<file path="src/rtl/gf_pkg.sv">
// Shared definitions for the sequential GF(2^4) multiplier: FSM state
// encoding, field constants and the GF(2^2) primitives (mul2, scl).
package gf_pkg;

   typedef enum logic [2:0] {
      ST_IDLE = 3'd0,
      ST_PH   = 3'd1,
      ST_PL   = 3'd2,
      ST_MID  = 3'd3,
      ST_DONE = 3'd4
   } gf_state_e;

   // Multiplicative identities in the normal bases used here.
   localparam logic [3:0] GF4_ONE = 4'hF;
   localparam logic [1:0] GF2_ONE = 2'b11;

   // GF(2^2) multiply in normal basis [Omega^2, Omega].
   function automatic logic [1:0] mul2(input logic [1:0] x, input logic [1:0] y);
      logic e;
      e = (x[1] ^ x[0]) & (y[1] ^ y[0]);
      return {(x[1] & y[1]) ^ e, (x[0] & y[0]) ^ e};
   endfunction

   // Scale a GF(2^2) element by N.
   function automatic logic [1:0] scl(input logic [1:0] x);
      return {x[0], x[1] ^ x[0]};
   endfunction

endpackage

</file>
<file path="src/rtl/gf2_mul_unit.sv">
// Combinational GF(2^2) multiplier with optional scale-by-N on the result.
// This is the single multiplier shared across all phases of gf4_mul_seq.
module gf2_mul_unit
   import gf_pkg::*;
(
   input  logic [1:0] x,
   input  logic [1:0] y,
   input  logic       scale,
   output logic [1:0] r
);

   logic [1:0] prod;

   // Product, then optionally scaled for the middle term.
   always_comb begin
      prod = mul2(x, y);
      r    = scale ? scl(prod) : prod;
   end

endmodule

</file>
<file path="src/rtl/gf4_mul_seq.sv">
// Shared multi-cycle GF(2^4) multiplier with round-robin arbitration.
// One GF(2^2) unit is reused over three phases (high, low, scaled middle).
// Optional build macro GF4_MUL_SEQ_ZERO_SKIP_EN: when defined, an accepted
// operation with a zero operand jumps straight from IDLE to DONE with 0.
//
// Handshakes: a request transfers on a rising edge where req_valid[i] and
// req_ready[i] are both high; req_ready is only ever asserted in IDLE and
// for one requester at a time. A result transfers on a rising edge where
// out_valid and out_ready are both high; out_q/out_id stay stable until then.
module gf4_mul_seq
   import gf_pkg::*;
#(
   parameter int NUM_REQ = 2,
   parameter int ID_W    = $clog2(NUM_REQ)
) (
   input  logic                 clk,
   input  logic                 rst_n,
   input  logic [NUM_REQ-1:0]   req_valid,
   input  logic [4*NUM_REQ-1:0] req_a,
   input  logic [4*NUM_REQ-1:0] req_b,
   output logic [NUM_REQ-1:0]   req_ready,
   output logic                 out_valid,
   input  logic                 out_ready,
   output logic [3:0]           out_q,
   output logic [ID_W-1:0]      out_id,
   output logic                 busy
);

   // Requester 0 gets first priority out of reset.
   localparam logic [ID_W-1:0] PTR_RST = ID_W'(NUM_REQ - 1);

   gf_state_e       state_q, state_d;
   logic [ID_W-1:0] ptr_q;
   logic [ID_W-1:0] id_q;
   logic [ID_W-1:0] out_id_q;
   logic [3:0]      a_q, b_q;
   logic [3:0]      out_q_q;
   logic [1:0]      ph_q, pl_q;

   logic [ID_W-1:0] grant_idx;
   logic            grant_found;
   logic [3:0]      sel_a, sel_b;
   int unsigned     cand;

   logic [1:0]      unit_x, unit_y, unit_r;
   logic            unit_scale;

   // Round-robin search starting just after the last granted index.
   always_comb begin
      grant_found = 1'b0;
      grant_idx   = '0;
      cand        = 0;
      for (int k = 1; k <= NUM_REQ; k++) begin
         cand = (int'(ptr_q) + k) % NUM_REQ;
         if (!grant_found && req_valid[cand[ID_W-1:0]]) begin
            grant_found = 1'b1;
            grant_idx   = cand[ID_W-1:0];
         end
      end
   end

   // Operand mux for the winning requester.
   always_comb begin
      sel_a = '0;
      sel_b = '0;
      for (int k = 0; k < NUM_REQ; k++) begin
         if (grant_idx == k[ID_W-1:0]) begin
            sel_a = req_a[4*k +: 4];
            sel_b = req_b[4*k +: 4];
         end
      end
   end

   // One-hot acceptance, only while idle.
   always_comb begin
      req_ready = '0;
      for (int k = 0; k < NUM_REQ; k++) begin
         req_ready[k] = (state_q == ST_IDLE) && grant_found &&
                        (grant_idx == k[ID_W-1:0]);
      end
   end

   // State-driven selection of operand halves and scaling for the shared unit.
   always_comb begin
      unit_x     = '0;
      unit_y     = '0;
      unit_scale = 1'b0;
      case (state_q)
         ST_PH: begin
            unit_x = a_q[3:2];
            unit_y = b_q[3:2];
         end
         ST_PL: begin
            unit_x = a_q[1:0];
            unit_y = b_q[1:0];
         end
         ST_MID: begin
            unit_x     = a_q[3:2] ^ a_q[1:0];
            unit_y     = b_q[3:2] ^ b_q[1:0];
            unit_scale = 1'b1;
         end
         default: ;
      endcase
   end

   gf2_mul_unit u_mul (
      .x     (unit_x),
      .y     (unit_y),
      .scale (unit_scale),
      .r     (unit_r)
   );

   // Next-state logic.
   always_comb begin
      state_d = state_q;
      case (state_q)
         ST_IDLE: begin
            if (grant_found) begin
`ifdef GF4_MUL_SEQ_ZERO_SKIP_EN
               state_d = (sel_a == 4'h0 || sel_b == 4'h0) ? ST_DONE : ST_PH;
`else
               state_d = ST_PH;
`endif
            end
         end
         ST_PH:   state_d = ST_PL;
         ST_PL:   state_d = ST_MID;
         ST_MID:  state_d = ST_DONE;
         ST_DONE: if (out_ready) state_d = ST_IDLE;
         default: state_d = ST_IDLE;
      endcase
   end

   // State register.
   always_ff @(posedge clk or negedge rst_n) begin
      if (!rst_n) state_q <= ST_IDLE;
      else        state_q <= state_d;
   end

   // Operand capture, partial products and registered result.
   always_ff @(posedge clk or negedge rst_n) begin
      if (!rst_n) begin
         ptr_q    <= PTR_RST;
         id_q     <= '0;
         a_q      <= '0;
         b_q      <= '0;
         ph_q     <= '0;
         pl_q     <= '0;
         out_q_q  <= '0;
         out_id_q <= '0;
      end else begin
         case (state_q)
            ST_IDLE: begin
               if (grant_found) begin
                  a_q   <= sel_a;
                  b_q   <= sel_b;
                  id_q  <= grant_idx;
                  ptr_q <= grant_idx;
`ifdef GF4_MUL_SEQ_ZERO_SKIP_EN
                  if (state_d == ST_DONE) begin
                     out_q_q  <= 4'h0;
                     out_id_q <= grant_idx;
                  end
`endif
               end
            end
            ST_PH:  ph_q <= unit_r;
            ST_PL:  pl_q <= unit_r;
            ST_MID: begin
               out_q_q  <= {ph_q ^ unit_r, pl_q ^ unit_r};
               out_id_q <= id_q;
            end
            default: ;
         endcase
      end
   end

   assign out_valid = (state_q == ST_DONE);
   assign busy      = (state_q != ST_IDLE);
   assign out_q     = out_q_q;
   assign out_id    = out_id_q;

endmodule

</file>
<file path="config.mk">
export PLATFORM = sky130hd
export DESIGN_NAME = gf4_mul_seq
export DESIGN_NICKNAME = d
export VERILOG_FILES = /design/src/rtl/gf_pkg.sv /design/src/rtl/gf2_mul_unit.sv /design/src/rtl/gf4_mul_seq.sv
export SDC_FILE = /design/constraint.sdc
export NUM_CORES = 1
export LEC_CHECK = 0
export CORE_MARGIN = 1
export CORE_UTILIZATION = 35
export DETAILED_ROUTE_END_ITERATION = 6
export GPL_ROUTABILITY_DRIVEN = 0
export HOLD_SLACK_MARGIN = 0.1
export SETUP_SLACK_MARGIN = 0.5
export SLEW_MARGIN = 25
export SYNTH_ARGS = -nofsm -noshare
export SYNTH_HDL_FRONTEND = slang
export SYNTH_HIERARCHICAL = 1
export SYNTH_SLANG_ARGS = --single-unit
</file>
<file path="constraint.sdc">
create_clock -name clk -period 2.67 [get_ports clk]
set_input_delay 0.4005 -clock clk [delete_from_list [all_inputs] [get_ports clk]]
set_output_delay 0.4005 -clock clk [all_outputs]
set_load 0.02 [all_outputs]
</file>
# Word level (Yosys, flattened, before mapping)
# Cells that the tools add are included.
totals:
  ff_bits: 22
  input_bits: 21
  output_inout_bits: 9
  elab_cells: 58
classes:
  n_addsub: 2
  magnitude_cmp: 2
  n_eq_ne: 6
  muxes: 17
  bitwise: 13
  reduce_logical: 9
ops:
  columns: ["cell", "n"]
  rows:
  - ["3-bit one-hot mux with 5 select lines", 1]
  - ["2-bit one-hot mux with 3 select lines", 2]
  - ["1-bit 2-to-1 mux", 9]
  - ["4-bit 2-to-1 mux", 2]
  - ["2-bit XOR", 4]
  - ["3-bit by 2-bit equality test with 1-bit output (second input constant)", 2]
  - ["3-bit 2-to-1 mux", 2]
  - ["1-bit XOR", 5]
  - ["1-bit logical AND", 4]
  - ["1-bit by 2-bit less-than comparator with 1-bit output (second input constant)", 2]
  - ["2-bit AND reduction", 2]
  - ["1-bit bitwise AND", 3]
  - ["3-bit by 1-bit equality test with 1-bit output (second input constant)", 1]
  - ["3-bit equality test (second input constant)", 1]
  - ["3-bit logical NOT", 1]
  - ["3-bit nonzero test", 1]
  - ["1-bit adder (second input constant)", 2]
  - ["2-bit 2-to-1 mux", 1]
  - ["2-bit by 1-bit != test with 1-bit output (second input constant)", 1]
  - ["2-bit != test (second input constant)", 1]
  - ["1-bit logical NOT", 1]
  - ["1-bit NOT", 1]

# Logic depth before layout (Yosys ltp)
# Gate-level depths: netlist of the first run.
logic_depth:
  word_depth: 9
  ltp_mapped: 9
  depth_no_buf: 8

# Modules after synthesis
# The synthesis of the first run kept the hierarchy.
by_module_without_submodules:
  columns: ["module", "instances", "cells_per_inst", "area_per_inst_um2", "seq_area_each_um2"]
  rows:
  - ["gf4_mul_seq", 1, 105, 1086.0, 551.8]
  - ["gf2_mul_unit", 1, 19, 136.4, 0.0]

# Worst setup path after synthesis of the first run
# Ideal clock, no wire load.
synth_timing:
  path_type: "flip-flop to flip-flop"
  from: "reg state_q[2]"
  to: "reg out_q_q[0], in the netlist out_q[0]"
  setup_ns: 0.135
  t_arrival_ns: 1.936
  t_required_ns: 2.535
  setup_slack_ns: 0.598
  stages_incl_launch_ff: 10
  path_buffers: 2
  period_less_slack_ns: 2.072
  cell_sequence: "dfrtp_1 > buf_2 > nand3b_1 > inv_1 > buf_6 > or2_4 > a21oi_2 > a2111oi_2 > xnor2_1 > o21ai_0"
synth_between:
  elab_cells_between_ends: 16
  classes_between: "eq/ne: 3; mux: 4; bitwise: 9"
synth_rtl:
  columns: ["item", "line_no", "source"]
  rows:
  - ["start, declared", "gf4_mul_seq.sv:32", "gf_state_e state_q, state_d;"]
  - ["start signal, assigned", "gf4_mul_seq.sv:137", "else state_q <= state_d;"]
  - ["3-bit by 2-bit equality test with 1-bit output", "gf4_mul_seq.sv:88", "case (state_q)"]
  - ["1-bit 2-to-1 mux", "gf4_mul_seq.sv:88", null]
  - ["net unit_scale", "gf4_mul_seq.sv:46", "logic unit_scale;"]
  - ["2-bit 2-to-1 mux", "gf2_mul_unit.sv:17", "r = scale ? scl(prod) : prod;"]
  - ["net unit_r[0]", "gf4_mul_seq.sv:45", "logic [1:0] unit_x, unit_y, unit_r;"]
  - ["2-bit XOR", "gf4_mul_seq.sv:170", "out_q_q <= {ph_q ^ unit_r, pl_q ^ unit_r};"]
  - ["end signal, assigned", "gf4_mul_seq.sv:170", null]
  - ["end, declared", "gf4_mul_seq.sv:37", "logic [3:0] out_q_q;"]
# The timed path passes the listed nets, and every way through them passes these cells.
# A chain may end at the register's enable or synchronous reset.

# Final worst setup path of the first run
layout_timing:
  from: "reg state_q[1]"
  to: "out req_ready[1]"
layout_between:
  elab_chain_len: 3
layout_lines:
  columns: ["item", "line_no", "source"]
  rows:
  - ["3-bit logical NOT", "gf4_mul_seq.sv:78", "req_ready[k] = (state_q == ST_IDLE) && grant_found &&"]
  - ["1-bit logical AND (2 in a row)", "gf4_mul_seq.sv:78", null]
  - ["end, declared", "gf4_mul_seq.sv:21", "output logic [NUM_REQ-1:0] req_ready,"]
# Every way passes these cells.

==> results.py, run 1 <==
metrics = {
    "run_status": {
        "status": "finished clean",
    },
    "timing": {
        "fin_worst_skew_ps": 7.55,
        "finalSetupViolations": 0,
        "relSlewSlack": 0.744,
        "hold_viol": 0,
        "finalCritPeriodShare": 0.774,
        "max_freq_mhz": 484,
        "fin_ws_ps": 604,
        "tns_ps": 0,
        "finalCriticalPeriod_ps": 2070,
        "rsz0062_at_grt": "no",
        "drv_slew": 0,
        "tightest_slew_ps": 383,
    },
    "logic_synthesis": {
        "synth.area.top_cells": "dfrtp_1 (43%), nand2_1 (6.8%), a221o_1 (6.6%)",
        "synth_top_area_frac": 0.430,
        "synth_cell_types": 31,
        "avgSynthCellArea_um2": 9.86,
        "ys_ff_latch": 22,
        "yosysWarnings": 6,
        "synth_edf_count": 0,
        "synth_cells": 124,
        "syn-num-nets": 145,
        "yosys.area.top_type": "dfrtp_1",
        "synth_common_cells": "nand2_1 (22), dfrtp_1 (21), nor3_1 (11)",
        "async_reset_ff_frac": 1.00,
        "synth_ff_type": "dfrtp_1",
        "synth.most_common_cell": "nand2_1",
        "synth.cell_area_um2": 1220,
        "ys_seq_area_frac": 0.451,
    },
    "clocking": {
        "cts-root-buf": "clkbuf_4",
        "clk_latency_ps": 310,
        "postCtsHoldBufs": 0,
        "cts_max_path_buffers": 2,
        "htree_num_levels": 1,
        "cts_buffers": 3,
        "cts.sinks": 22,
        "clkTransAtPathRegs_ps": 120,
        "cts_tree": "done",
    },
    "floorplanning": {
        "start_util": 0.366,
        "fp.dieH_um": 61.1,
        "coreArea_um2": 3340,
        "io_pins": 30,
        "num_rows": 21,
        "die_area_um2": 3730,
        "dieWidth_um": 61.1,
    },
    "route": {
        "drc": 0,
        "vias": 1014,
        "routed_via_density": 4.95,
        "wl_per_cell_um": 12.1,
        "firstDrtPassIters": 4,
        "drt_iter0_drc": 37,
        "wirelength_um": 2480,
        "ant_nets": 0,
    },
    "worst_hold_path": {
        "hold_class": "in2async",
    },
    "finish": {
        "nFillCells": 326,
        "areaGrowthSynthToFinish_pct": 35.8,
        "drive_above_1_share": 0.220,
        "antenna_cells": 0,
        "fin_nets": 181,
    },
    "critical_path": {
        "worstPathArrival_ps": 1670,
        "r2r_start": "state_q[0]",
        "required_ps": 2270,
        "crit_start": "state_q[1]",
        "cp-start-kind": "flip-flop",
        "endpoint_kind": "output port",
        "path_class": "reg2out",
        "path_max_fanout": 8,
    },
    "global_route": {
        "grt_max_degree": 23,
        "grt_pass1_wl_um": 4150,
        "grt_pass1_vias": 962,
        "antenna_found_initial": 0,
        "grt-ovfl-total": 0,
        "track_usage": 0.153,
    },
    "power": {
        "power_leakage_nw": 0.700,
        "ir_worst_vdd_uv": 424,
        "p_per_area_nw_per_um2": 1160,
    },
    "run": {
        "maxCapViolations": 0,
    },
    "placement": {
        "place_ws_ps": 356,
        "dp_hpwl_um": 1930,
        "io_buffers": 29,
    },
}
placed cells by master, fill, tap and decap left out, types with 2 or more instances in the layout:
master	count
clkdlybuf4s50_1	25
nand2_1	22
dfrtp_1	18
nor3_1	11
xnor2_1	9
buf_4	9
a221o_1	8
mux2_2	5
nor3b_1	4
o21ai_0	4
nor2_1	3
nor2_2	3
inv_1	3
a21o_1	3
clkbuf_4	3
dfrtp_2	3
a21oi_1	3
dlygate4sd2_1	2
buf_2	2
mux2_1	2
layer usage:
metal | up-vias | GRT usage | wire (µm)
li1 | 510 | - | -
met1 | 457 | 0.188 | 1100
met2 | 42 | 0.261 | 1210
met3 | 5 | 0.0273 | 121
met4 | 0 | 0.0682 | 55
met5 | - | 0 | 0
area by class of cell:
type,count,area [µm²],area share
repair buffers,39,350,0.211
inverters,4,15.0,0.00904
flip-flops and latches,22,556,0.335
clock inverters,1,30.0,0.0181
well taps,46,57.6,0.0347
multi-input cells,90,629,0.379
clock buffers,3,22.5,0.0136
timing repair:
action	in CTS	in global routing
setup buffers	3	1
endpoints found under the setup margin	8	8
pin swaps	0	1
resized for setup	13	7
critical path, cell delays in order (launching register included):
cell and delay [ps]:
dfrtp_2 480, or3_4 450, a211oi_2 230, buf_2 200
state kept, by name, summed over array words and instances (netlist names):
name     flops
a_q          4
state_q      3
ptr_q        1
b_q          4
out_q        4
ph_q         2
id_q         1
out_id       1
pl_q         2
final timing paths:
| kind | to | slack (ps) | cells past startpoint |
|---|---|---|---|
| min | out_q[0] | 420 | 2 |
| max in group asynchronous | ptr_q | 1970 | 2 |
| max reg2reg | ph_q[1] | 700 | 8 |
| min reg2reg | id_q | 490 | 1 |
| max | req_ready[1] | 600 | 3 |
| min in group clk | id_q | 490 | 1 |
kinds of logic after synthesis:
group | after synthesis | share of synthesized area
compound gates | 24 | 0.169
xor+xnor | 9 | 0.0645
buf+inv | 12 | 0.0502
flops | 22 | 0.451
mux | 8 | 0.0727
simple gates | 49 | 0.192
power by group:
part,switching (W),internal [W],leakage [nW],total [W]
combinational,0.000521,0.000535,0.395,0.00106
clock,0.0000996,0.000152,0.0279,0.000252
sequential,0.000123,0.000495,0.276,0.000619
through the flow:
| stage | power, W | instance area, µm² | utilization | hold slack, ps | cells |
|---|---|---|---|---|---|
| 3_3_place_gp | 0.00158 | 1570 | 0.470 | 461 | 197 |
| 5_1_grt | 0.00207 | 1660 | 0.498 | 469 | 205 |
| 4_1_cts | 0.00192 | 1660 | 0.496 | 433 | 204 |
| 2_1_floorplan | 0.00134 | 1220 | - | 105 | 124 |
| 6_report | 0.00193 | 1660 | 0.498 | 421 | 205 |
| 3_5_place_dp | 0.00162 | 1570 | 0.470 | 468 | 197 |
Note: power is estimated with default switching activity, not from simulation.
==> run 2, diff against run 1 <==
clock period = 1.7 ns   (was 2.67 ns; I/O delays follow)
==> results.py, run 2 (synthesis gave the netlist of run 1 again) <==
metrics = {
    "finish": {
        "nFillCells": 274,
        "antenna_cells": 0,
        "areaGrowthSynthToFinish_pct": 75.9,
        "final_cell_mix": "buf_4 (37), clkdlybuf4s50_1 (20), dfrtp_1 (18)",
        "fin_cells": 243,
        "regArea_um2": 556,
        "fin_nets": 219,
        "final_common_cell": "buf_4",
        "final_util": 0.645,
        "drive_above_1_share": 0.513,
        "multi_input_area_um2": 807,
    },
    "placement": {
        "dp_hpwl_um": 2170,
        "placed_cells": 217,
        "io_buffers": 29,
    },
    "critical_path": {
        "endpoint_kind": "output port",
        "reg2reg_setup_slack_ps": -210,
        "cp-start-kind": "flip-flop",
        "path_class": "reg2out",
        "path_max_fanout": 7,
        "worstPathArrival_ps": 1670,
        "required_ps": 1440,
    },
    "clocking": {
        "postCtsHoldBufs": 0,
        "htree_num_levels": 1,
        "clkTransAtPathRegs_ps": 130,
        "cts-root-buf": "clkbuf_4",
        "cts_max_path_buffers": 2,
        "cts_buffers": 3,
        "cts.sinks": 22,
        "clk_latency_ps": 310,
        "cts_tree": "done",
    },
    "timing": {
        "relSlewSlack": 0.735,
        "tightest_slew_ps": 397,
        "finalCriticalPeriod_ps": 1920,
        "hold_viol": 0,
        "fin_worst_skew_ps": 11.4,
        "max_freq_mhz": 520,
        "fin_ws_ps": -222,
        "rsz0062_at_grt": "yes",
        "finalSetupViolations": 20,
        "finalCritPeriodShare": 1.13,
        "drv_slew": 0,
    },
    "floorplanning": {
        "io_pins": 30,
        "dieWidth_um": 61.1,
        "die_area_um2": 3730,
        "start_util": 0.366,
        "num_rows": 21,
        "fp.dieH_um": 61.1,
        "coreArea_um2": 3340,
    },
    "global_route": {
        "track_usage": 0.190,
        "antenna_found_initial": 0,
        "grt_pass1_wl_um": 5170,
        "grt-ovfl-total": 0,
        "grt_max_degree": 23,
        "grt_pass1_vias": 1200,
    },
    "route": {
        "routed_via_density": 4.85,
        "wl_per_cell_um": 13.8,
        "drt_iter0_drc": 51,
        "wirelength_um": 3360,
        "firstDrtPassIters": 4,
        "ant_nets": 0,
        "vias": 1178,
        "drc": 0,
    },
    "run_status": {
        "status": "complete, but fails checks",
        "violations": "negative setup slack",
    },
    "power": {
        "ir_worst_vdd_uv": 872,
        "p_per_area_nw_per_um2": 1970,
        "power_leakage_nw": 0.968,
    },
    "worst_hold_path": {
        "hold_class": "in2async",
    },
    "run": {
        "maxCapViolations": 0,
    },
}
## run 2: cell count changes in the layout (fill, tap and decap cells not counted), moves of 4 or more
cell             change
nand2_2              +6
xnor2_1              -4
o21ai_1              +4
clkdlybuf4s50_1      -5
o21ai_0              -4
nand2_1              -7
xnor2_2              +4
buf_6               +14
buf_4               +28
mux2_4               +4
## run 2: final timing paths
path                       startpoint      endpoint  depth (start not counted)
setup reg to reg           state_q[1]      out_q[0]                          9
hold / removal                  rst_n        a_q[3]                          2
max in group asynchronous       rst_n         ptr_q                          2
hold reg to reg                  id_q          id_q                          1
min in group clk                 id_q          id_q                          1
setup / recovery           state_q[0]  req_ready[1]                          4
## run 2: worst max-delay path, cell delays in order (launching register included)
cell and delay [ps]:
dfrtp_2 490, buf_6 140, or3_4 380, a211oi_4 210, buf_6 150
## run 2: timing repair
| item | CTS | global route |
|---|---|---|
| pin swaps | 16 | 9 |
| endpoints found under the hold margin | 0 | 0 |
| endpoints found under the setup margin | 29 | 24 |
| cloned | 1 | 0 |
| resized for setup | 75 | 17 |
| buffers inserted | 14 | 7 |
## run 2: stage by stage
step                      worst slack [ps]  setup TNS (ps)  hold slack, ps  instance area [µm²]  power, W
after floorplan                       -257           -1800           -40.6                 1290   0.00230
final                                 -222           -3230             264                 2150   0.00424
after CTS                             -174           -1570             270                 2030   0.00392
after detailed placement              -383           -3310             466                 1770   0.00299
after global routing                  -325           -4650             279                 2150   0.00450
after global placement                -267           -2510             461                 1770   0.00293
## run 2: area by class of cell
| class | count | share of cell area |
|---|---|---|
| multi-input cells | 91 | 0.375 |
| clock inverters | 1 | 0.0140 |
| repair buffers | 76 | 0.307 |
| flip-flops and latches | 22 | 0.258 |
| clock buffers | 3 | 0.0105 |
| inverters | 4 | 0.00814 |
| well taps | 46 | 0.0268 |
## run 2: layer usage
metal,GRT usage,wire [µm],up-vias
met5,0,0,-
met3,0.0126,84,6
met4,0.0909,55,0
li1,-,-,585
met2,0.359,1820,27
met1,0.216,1400,560
## run 2: report_power, final
group / total [W] / leakage [nW] / internal [W] / switching, W
Clock: 0.000405 / 0.0279 / 0.000238 / 0.000166
Combinational: 0.00284 / 0.664 / 0.00158 / 0.00126
Sequential: 0.000999 / 0.276 / 0.000778 / 0.000221
==> run 3, diff against run 2 <==
clock period = 2.4 ns   (was 1.7 ns; I/O delays follow)
==> results.py, run 3 (synthesis gave the netlist of run 1 again) <==
metrics = {
    "run_status": {
        "status": "finished clean",
    },
    "clocking": {
        "cts_buffers": 3,
        "cts.sinks": 22,
        "htree_num_levels": 1,
        "clkTransAtPathRegs_ps": 130,
        "cts_max_path_buffers": 2,
        "clk_latency_ps": 310,
        "cts_tree": "done",
        "postCtsHoldBufs": 0,
        "cts-root-buf": "clkbuf_4",
    },
    "power": {
        "power.total_w": 0.00260,
        "power_leakage_nw": 0.812,
        "seqPwrFrac": 0.252,
        "power.switching_w": 0.00101,
        "p_comb_frac": 0.638,
        "ir_worst_vdd_uv": 543,
        "p_per_area_nw_per_um2": 1380,
        "switching_share": 0.387,
        "power.internal_w": 0.00159,
        "power.share.clock": 0.110,
    },
    "route": {
        "ant_nets": 0,
        "drt_iter0_drc": 27,
        "drc": 0,
        "wl_per_cell_um": 12.5,
        "wirelength_um": 2730,
        "vias": 1056,
        "firstDrtPassIters": 4,
        "routed_via_density": 4.82,
    },
    "finish": {
        "areaGrowthSynthToFinish_pct": 54.0,
        "final_cell_mix": "clkdlybuf4s50_1 (25), buf_4 (22), dfrtp_1 (21)",
        "drive_above_1_share": 0.376,
        "final_common_cell": "clkdlybuf4s50_1",
        "fin_nets": 195,
        "antenna_cells": 0,
    },
    "timing": {
        "finalSetupViolations": 0,
        "hold_viol": 0,
        "rsz0062_at_grt": "yes",
        "drv_slew": 0,
        "tightest_slew_ps": 424,
        "finalCriticalPeriod_ps": 1950,
        "max_freq_mhz": 513,
        "finalCritPeriodShare": 0.812,
        "relSlewSlack": 0.716,
        "tns_ps": 0,
        "fin_worst_skew_ps": 1.31,
        "holdWs_ps": 374,
    },
    "worst_hold_path": {
        "hold_class": "in2async",
    },
    "critical_path": {
        "crit_start": "state_q[1]",
        "worstPathArrival_ps": 2160,
        "path_max_fanout": 6,
        "r2r_start": "state_q[1]",
        "endpoint": "out_q[2]",
        "reg2reg_to": "out_q[2]",
        "required_ps": 2610,
        "reg2reg_setup_slack_ps": 450,
        "endpoint_kind": "flip-flop",
        "rr_worst_depth": 9,
        "path_class": "reg2reg",
        "cp-start-kind": "flip-flop",
    },
    "floorplanning": {
        "coreArea_um2": 3340,
        "dieWidth_um": 61.1,
        "io_pins": 30,
        "start_util": 0.366,
        "die_area_um2": 3730,
        "num_rows": 21,
        "fp.dieH_um": 61.1,
    },
    "global_route": {
        "grt_use_met3": 0.0273,
        "grt-ovfl-total": 0,
        "antenna_found_initial": 0,
        "grt_use_met1": 0.189,
        "track_usage": 0.154,
        "grt_util_met2": 0.270,
        "grt_max_degree": 23,
        "grt_pass1_wl_um": 4330,
        "grt_pass1_vias": 1054,
        "grt-busiest-layer": "met2",
    },
    "run": {
        "maxCapViolations": 0,
    },
    "placement": {
        "io_buffers": 29,
        "dp_hpwl_um": 1900,
    },
}
[run 3: worst max-delay path, stage by stage (launching register included)]
cell and delay (ps):
dfrtp_1 410, buf_6 150, nand2_2 70, xnor2_2 150, nor2_4 160, o21a_1 170, nor2_2 50, a2111oi_4 450
xnor2_1 170, o21ai_1 70
[run 3: routing by layer]
metal	share of wire	up-vias
met5	0	-
li1	-	537
met3	0.043	4
met4	0.014	0
met1	0.44	485
met2	0.50	30
[run 3: how the worst min path moves through the flow]
stage	from	endpoint	slack, ps	cells past startpoint
floorplan	rst_n	a_q[0]	60	0
global placement	out_q[2]	out_q[2]	460	2
detailed placement	id_q	id_q	470	1
CTS	rst_n	out_q[1]	380	2
global route	rst_n	out_q[2]	400	2
finish	rst_n	out_q[3]	370	2
[run 3: layout make-up]
| cell class | instances | area [µm²] |
|---|---|---|
| clock buffers | 3 | 22.5 |
| clock inverters | 1 | 30.0 |
| fillers | 309 | 1450 |
| inverters | 4 | 17.5 |
| multi-input cells | 90 | 733 |
| flip-flops and latches | 22 | 552 |
| well taps | 46 | 57.6 |
| repair buffers | 53 | 470 |
[run 3: repair_timing]
item                                    in CTS  in global routing
pin swaps                                   11                 12
buffers inserted                             9                  7
gates resized for setup                     26                 21
endpoints found under the setup margin      12                 12
[run 3: per-stage QoR]
| stage | worst slack [ps] | utilization | instances | instance area, µm² |
|---|---|---|---|---|
| finish | 452 | 0.564 | 219 | 1880 |
| global route | 337 | 0.564 | 219 | 1880 |
| CTS | 465 | 0.529 | 212 | 1770 |
| detailed placement | 145 | 0.485 | 199 | 1620 |
| global placement | 168 | 0.485 | 199 | 1620 |
| floorplan | 443 | - | 124 | 1260 |
[run 3: power by group through the flow]
stage / combinational (W) / sequential, W / clock [W]
after floorplan: 0.000911 / 0.000674 / 0
after global placement: 0.00121 / 0.000649 / 0
after detailed placement: 0.00124 / 0.000657 / 0
after CTS: 0.00141 / 0.000654 / 0.000292
after global routing: 0.00179 / 0.000680 / 0.000306
final: 0.00166 / 0.000655 / 0.000285
